--- src/rtl/baud_rate_ctrl.sv ---
// baud_rate_ctrl
//   Programmable baud-tick generator with a req/ack reconfiguration handshake.
//   tick_16x is a one-cycle enable for the RX oversampler and tick_1x (every
//   16th tick_16x) is the TX bit-timer enable. A new divisor is captured when
//   the request is accepted and applied only once TX and RX are both idle.
//
//   Optional feature: define BAUD_RATE_CTRL_FRAC_EN to enable the fractional
//   divider (period alternates between cur_div and cur_div+1 so that the
//   average is cur_div + cur_frac/16). Without it cfg_frac is ignored and
//   cur_frac reads 0.
//
// Ports
//   clk, rst_n          system clock, asynchronous active-low reset
//   en                  tick generation enable (0 holds the divider at zero)
//   cfg_req             reconfiguration request, held until cfg_ack
//   cfg_div, cfg_frac   requested integer / fractional (1/16) divisor
//   cfg_ack, cfg_err    one-cycle completion, error flag for rejected divisor
//   tx_busy, rx_busy    frame-in-progress indicators from TX / RX
//   tick_16x, tick_1x   one-cycle oversample / bit ticks
//   cur_div, cur_frac   active divisor
module baud_rate_ctrl #(
    parameter int unsigned DIV_W   = 16,
    parameter int unsigned DEF_DIV = 27
) (
    input  logic             clk,
    input  logic             rst_n,
    input  logic             en,
    input  logic             cfg_req,
    input  logic [DIV_W-1:0] cfg_div,
    input  logic [3:0]       cfg_frac,
    output logic             cfg_ack,
    output logic             cfg_err,
    input  logic             tx_busy,
    input  logic             rx_busy,
    output logic             tick_16x,
    output logic             tick_1x,
    output logic [DIV_W-1:0] cur_div,
    output logic [3:0]       cur_frac
);

    typedef enum logic [1:0] {
        ST_RUN,
        ST_PEND,
        ST_DONE_OK,
        ST_DONE_ERR
    } state_t;

    state_t           state;
    state_t           state_nxt;

    logic [DIV_W-1:0] cnt;
    logic [3:0]       sub;
    logic [DIV_W-1:0] pend_div;
    logic             long_per;   // current period is cur_div+1 (fractional carry)
    logic [DIV_W:0]   period_m1;
    logic             cnt_end;
    logic             load;
    logic             hold;
    logic             accept;

    assign accept = (state == ST_RUN) && cfg_req;
    // New config is applied on the edge leaving PEND, so cur_div changes in
    // the DONE cycle.
    assign load   = (state == ST_PEND) && !tx_busy && !rx_busy;
    // The DONE(ok) cycle behaves like en=0: counter parked at 0, no tick.
    assign hold   = !en || (state == ST_DONE_OK);

    // One extra bit so that cur_div = 2^DIV_W-1 plus the fractional carry
    // still compares correctly against the DIV_W-bit counter.
    assign period_m1 = {1'b0, cur_div} + {{DIV_W{1'b0}}, long_per}
                     - {{DIV_W{1'b0}}, 1'b1};
    assign cnt_end   = ({1'b0, cnt} == period_m1);
    assign tick_16x  = !hold && cnt_end;
    assign tick_1x   = tick_16x && (sub == 4'hF);

    // ---------------------------------------------------------------- FSM
    always_ff @(posedge clk or negedge rst_n) begin
        if (!rst_n) begin
            state <= ST_RUN;
        end else begin
            state <= state_nxt;
        end
    end

    always_comb begin
        state_nxt = state;
        cfg_ack   = 1'b0;
        cfg_err   = 1'b0;
        unique case (state)
            ST_RUN: begin
                if (cfg_req) begin
                    state_nxt = (cfg_div < DIV_W'(2)) ? ST_DONE_ERR : ST_PEND;
                end
            end
            ST_PEND: begin
                if (!tx_busy && !rx_busy) begin
                    state_nxt = ST_DONE_OK;
                end
            end
            ST_DONE_OK: begin
                cfg_ack   = 1'b1;
                state_nxt = ST_RUN;
            end
            ST_DONE_ERR: begin
                cfg_ack   = 1'b1;
                cfg_err   = 1'b1;
                state_nxt = ST_RUN;
            end
            default: state_nxt = ST_RUN;
        endcase
    end

    // ------------------------------------------------------ configuration
    always_ff @(posedge clk or negedge rst_n) begin
        if (!rst_n) begin
            pend_div <= '0;
            cur_div  <= DIV_W'(DEF_DIV);
        end else begin
            if (accept) begin
                pend_div <= cfg_div;
            end
            if (load) begin
                cur_div <= pend_div;
            end
        end
    end

`ifdef BAUD_RATE_CTRL_FRAC_EN
    logic [3:0] pend_frac;
    logic [3:0] acc;
    logic [4:0] acc_sum;
    logic       long_r;

    assign acc_sum  = {1'b0, acc} + {1'b0, cur_frac};
    assign long_per = long_r;

    always_ff @(posedge clk or negedge rst_n) begin
        if (!rst_n) begin
            pend_frac <= '0;
            cur_frac  <= '0;
            acc       <= '0;
            long_r    <= 1'b0;
        end else begin
            if (accept) begin
                pend_frac <= cfg_frac;
            end
            if (load) begin
                cur_frac <= pend_frac;
                acc      <= '0;
                long_r   <= 1'b0;
            end else if (tick_16x) begin
                // Carry out of the 1/16 accumulator stretches the next period.
                acc    <= acc_sum[3:0];
                long_r <= acc_sum[4];
            end
        end
    end
`else
    logic unused_cfg_frac;

    assign unused_cfg_frac = ^cfg_frac;
    assign cur_frac        = '0;
    assign long_per        = 1'b0;
`endif

    // ------------------------------------------------------------ divider
    always_ff @(posedge clk or negedge rst_n) begin
        if (!rst_n) begin
            cnt <= '0;
            sub <= '0;
        end else if (load || hold) begin
            cnt <= '0;
            sub <= '0;
        end else if (cnt_end) begin
            cnt <= '0;
            sub <= sub + 4'd1;
        end else begin
            cnt <= cnt + {{(DIV_W-1){1'b0}}, 1'b1};
        end
    end

endmodule

--- config.mk ---
export PLATFORM = sky130hd
export DESIGN_NAME = baud_rate_ctrl
export DESIGN_NICKNAME = d
export VERILOG_FILES = /design/src/rtl/baud_rate_ctrl.sv
export SDC_FILE = /design/constraint.sdc
export NUM_CORES = 1
export LEC_CHECK = 0
export CAP_MARGIN = 20
export CORE_MARGIN = 2
export CORE_UTILIZATION = 48
export DETAILED_ROUTE_END_ITERATION = 8
export HOLD_SLACK_MARGIN = 0.08
export PLACE_DENSITY = 0.76
export SYNTH_ARGS = -nofsm -noshare
export SYNTH_HDL_FRONTEND = slang
export SYNTH_SLANG_ARGS = --single-unit
--- constraint.sdc ---
create_clock -name clk -period 2.15 [get_ports clk]
set_input_delay 0.215 -clock clk [delete_from_list [all_inputs] [get_ports clk]]
set_output_delay 0.215 -clock clk [all_outputs]
set_load 0.02 [all_outputs]
### Word-level counts from Yosys, hierarchy flattened

Cells that the tools add are included.

* input port bits: 26
* register bits: 54
* word-level logic and storage cells: 42
* output and inout port bits: 24

* multiplexer cells: 10
* equality and inequality tests: 7
* magnitude comparators: 1
* reductions and logical operators: 16
* $add $sub $neg: 3

Operator list (count)
* $mux 16: 2
* $eq 16x17->1: 1
* $sub 16x1->17 const B: 1
* $add 16x1->16 const B: 1
* $lt 16x2->1 const B: 1
* $mux 4: 2
* $logic_and 1x1->1: 6
* $mux 2: 3
* $pmux 2 s3: 1
* $add 4x1->4 const B: 1
* $eq 2x2->1 const B: 2
* $eq 4x4->1 const B: 1
* $logic_not 1->1: 4
* $eq 2x1->1 const B: 1
* $logic_not 2->1: 1
* $logic_or 1x1->1: 2
* $mux 1: 2
* $ne 2x1->1 const B: 1
* $ne 2x2->1 const B: 1
* $reduce_and 2->1: 1
* $reduce_bool 2->1: 1
* $reduce_or 2->1: 1

### Logic depth before layout (Yosys ltp)

* depth after elaboration: 5
* mapped depth: 11
* mapped depth without buffers: 9

### Worst setup path after synthesis

OpenSTA, ideal clock, no wires.

* path kind: register -> output
* start point: reg cur_div[9]
* end point: out tick_1x
* path buffers: 1
* stages on the path, launching flop included: 8
* arrival time: 2.406 ns
* data required time: 1.935 ns
* setup slack: -0.471 ns
* cells stage by stage: dfrtp_1 buf_6 nor4_4 nand3b_2 or4_4 a22oi_4 nand4_1 nor3_1

* word-level cells in the longest chain between the ends: 4

RTL lines
* start, declared: RTL line 37 `output logic [DIV_W-1:0] cur_div,`
* start signal, assigned: RTL line 117 `cur_div <= DIV_W'(DEF_DIV);`
* start signal, assigned: RTL line 123 `cur_div <= pend_div;`
* $sub 16x1->17: RTL line 71 `- {{DIV_W{1'b0}}, 1'b1};`
* $eq 16x17->1: RTL line 72 `assign cnt_end = ({1'b0, cnt} == period_m1);`
* $logic_and 1x1->1: RTL line 73 `assign tick_16x = !hold && cnt_end;`
* $logic_and 1x1->1: RTL line 74 `assign tick_1x = tick_16x && (sub == 4'hF);`
* end, declared: RTL line 36 `output logic tick_1x,`

No other way between the ends.

### Worst setup path after layout

* start point: reg cur_div[1]
* end point: reg sub[3]

* word-level cells in the longest chain between the ends: 3

RTL lines
* $sub 16x1->17: RTL line 71
* $eq 16x17->1: RTL line 72
* $reduce_bool 2->1 (no line)
* end signal, assigned: RTL line 176 `sub <= sub + 4'd1;`
* end, declared: RTL line 52 `logic [3:0] sub;`

No other way between the ends.
A chain may end at the register's enable or synchronous reset.

==> run metrics <==
detailed-route via count=about 2400; CTS tree=yes; max-cap viol count=0; H-tree levels=2; final core occ=0.707; # IOs=50; Horiz. Die Dim=about 83 um; final WL=between 7 and 8 mm; fill count=428; Power Density=1160 nW/um^2; total core area=about 6000 sq um; Ant. Diodes=0; switching pwr=approximately 1800 uW; CP startpoint kind=flop; most used flip-flop cell after synthesis=dfrtp_1; Final GP Congestion=between 0.8 and 0.9; failing checks=negative setup slack; Post-synth EDFFs=0; Cells after Synth=roughly 280; Buffers on Ports=between 40 and 50; Leakage=around 0.0018 uW; RSZ-0062 raised after global routing=yes; Unique masters post-synth=between 50 and 60; ys async rst share=1.00; area leader, netlist=dfrtp_1; CTS max path bufs=2; die area=6830 sq um; # setup viols final=22; Total Power=a little under 5000 uW; sequential fraction of the synthesis area=0.457; Worst Skew=about 10 ps; post-route ant nets=0; Area contributors post-synth=dfrtp_1 42%, mux2_2 11%, xnor2_1 4.7%, xor2_1 4.4%, nor2_1 3.7%; largest net degree at the start of global routing=28; clock power share=0.117; Net Sw Frac=0.375; vias in the first global route=2395; period utilization=1.27; Synth top area share=0.422; Placed Instances=438; RR Startpoint=cur_div[1]$_DFFE_PN1P_; Worst Slack Setup Final=-582 ps; Final Critical Period=around 2700 ps; Int Pwr=between 3000 and 4000 uW; Reg2Reg Depth=11; yosys warns=0; total CTS buffers=5; DR pass1 iterations=4; Nets=approximately 400; All-Layer GR Usage=0.225; sequential power share=0.324; reg-to-reg endpoint=sub[3]$_DFFE_PN0P_; layout cells sized above 1=0.394; DR vias/cell=roughly 5.3; Worst EP required=around 2400 ps; drc violations=0; first-pass GRT wire length=approximately 12 mm; Post-Syn Area=2970 sq um; CP endpoint kind=flop; status=complete, but fails checks; Clock Tree Root=clkbuf_8; worst-case headroom to the max-slew limit=0.602; WL per Instance=between 15 and 20 um; Hold/Removal Path Class=input port to asynchronous set/reset pin; reg-to-reg setup timing slack=-580 ps; Starting DRT DRC Count=around 170; row count=28; Max FO, Critical Path=6; CP arrival=2970 ps; Comb pwr share=0.559; maximum clock rate=approximately 370 MHz; #FFs+latches synth=between 50 and 60; Skew-Pair Late Insertion Delay=~310 ps; Layout Cells excl Fill=458; VDD IR max=between 0.0007 and 0.0008 V; Mean Syn Cell Area=about 11 sq um; Reg clk slew, reported paths=around 100 ps; global route overflow=0; chip height=between 80 and 90 um; worst slew pin tran=about 600 ps; Starting Density=0.498; clk sinks=54; initial antenna violation count=0; DP Wirelength=roughly 5.2 mm; final hold violation count=0; Layout area overhead=41.9%; Final Max Slew Viols=0; CP Class=flop to flop
## timing repair
| action | CTS | global route |
|---|---|---|
| endpoints found under the hold margin | 25 | 0 |
| pin swaps | 9 | 10 |
| setup buffers | 5 | 6 |
| endpoints found under the setup margin | 22 | 22 |
| resized for setup | 25 | 9 |
| hold buffers | 1 | 0 |
## worst max-delay path by stage
| stage | from | end | slack [ps] | cells past startpoint |
|---|---|---|---|---|
| 2_1_floorplan | cur_div[12]$_DFFE_PN0P_ | sub[3]$_DFFE_PN0P_ | -140 | 7 |
| 3_3_place_gp | cur_div[3]$_DFFE_PN1P_ | tick_1x | -650 | 7 |
| 3_5_place_dp | cur_div[3]$_DFFE_PN1P_ | tick_1x | -730 | 7 |
| 4_1_cts | cur_div[0]$_DFFE_PN1P_ | tick_1x | -540 | 10 |
| 5_1_grt | cur_div[3]$_DFFE_PN1P_ | tick_1x | -700 | 9 |
| 6_report | cur_div[1]$_DFFE_PN1P_ | sub[3]$_DFFE_PN0P_ | -580 | 11 |
## sequential cells by signal, summed over array words and instances, names as in the netlist
signal and flops:
state 2, sub 4, cur_div 16, pend_div 16, cnt 16
## layout make-up
class / count / area (sq um) / share of cell area
Timing Repair Buffer: 113 / 986 / 0.234
Clock inverter: 2 / 16.3 / 0.00386
Multi-Input combinational cell: 200 / 1650 / 0.392
Sequential cell: 54 / 1360 / 0.323
Inverter: 8 / 30.0 / 0.00713
Tap cell: 75 / 93.8 / 0.0223
Clock buffer: 6 / 72.6 / 0.0172
## metrics by stage
stage | worst slack, ps | area (sq um) | hold slack (ps) | TNS, ps
after floorplan | -144 | 3060 | -80.6 | -1740
after global placement | -648 | 3910 | 258 | -6600
after detailed placement | -731 | 3910 | 259 | -7450
after CTS | -536 | 4120 | 471 | -6250
after global routing | -700 | 4210 | 521 | -13970
final | -582 | 4210 | 445 | -11360
## critical path, cell delays in order, from the launching register on
cell,delay (ps)
dfstp_2,400
nor3_4,310
buf_4,190
mux2i_1,190
nand3_1,130
a311o_1,320
buf_4,150
buf_4,120
buf_6,100
nand4bb_4,220
or3_1,380
a21oi_1,120
## power groups by stage
stage / clock, uW / sequential [uW] / combinational (uW)
after CTS: 586 / 1570 / 2570
final: 571 / 1580 / 2720
after global routing: 627 / 1610 / 2890
after floorplan: 0 / 1790 / 1040
after global placement: 0 / 1580 / 2330
after detailed placement: 0 / 1590 / 2380
## cell usage after synthesis, types with 3 or more instances
| library cell | count |
|---|---|
| xnor2_1 | 16 |
| nand4_1 | 6 |
| nand2_1 | 12 |
| nand2b_1 | 4 |
| dfstp_2 | 4 |
| mux2_2 | 29 |
| nor4_1 | 7 |
| and3_1 | 9 |
| clkbuf_1 | 7 |
| ha_1 | 3 |
| nand3_1 | 10 |
| xor2_1 | 15 |
| or3_1 | 3 |
| a21oi_1 | 6 |
| buf_4 | 6 |
| dfrtp_1 | 50 |
| nor3b_1 | 3 |
| nor2_1 | 29 |
| inv_1 | 8 |
| o21ai_0 | 7 |
## cells in the final DEF (no fill, tap or decap), drive strengths merged, types with 4 or more instances in the layout
cell type / netlist / final
buf: 9 / 74
dfrtp: 50 / 50
clkdlybuf4s50: 0 / 38
mux2: 29 / 29
nor2: 29 / 29
xnor2: 16 / 16
xor2: 15 / 15
nand2: 12 / 12
nand3: 10 / 10
and3: 9 / 9
inv: 8 / 9
nor4: 9 / 9
o21ai: 7 / 7
nand4: 6 / 6
a21oi: 6 / 6
clkbuf: 7 / 6
conb: 1 / 4
dfstp: 4 / 4
nand2b: 4 / 4
## layer usage
| metal | part of all wire | vias to the layer above | track usage |
|---|---|---|---|
| li1 | - | 1176 | - |
| met3 | 0.034 | 7 | 0.0304 |
| met4 | 0.014 | 0 | 0.0705 |
| met2 | 0.53 | 58 | 0.402 |
| met5 | 0 | - | 0 |
| met1 | 0.42 | 1204 | 0.279 |
## logic make-up (layout without fill, tap and decap cells)
group / after synthesis / count (layout) / share of synthesized area
and+or+nand+nor: 103 / 103 / 0.210
other: 1 / 4 / 0.00126
xor gates and xnor gates: 31 / 31 / 0.0915
buffers and inverters: 24 / 129 / 0.0434
DFF: 54 / 54 / 0.457
AOI/OAI and AO/OA: 29 / 29 / 0.0709
adders and majority gates: 3 / 3 / 0.0127
muxes: 30 / 30 / 0.113
(Power assumes the default switching activity.)
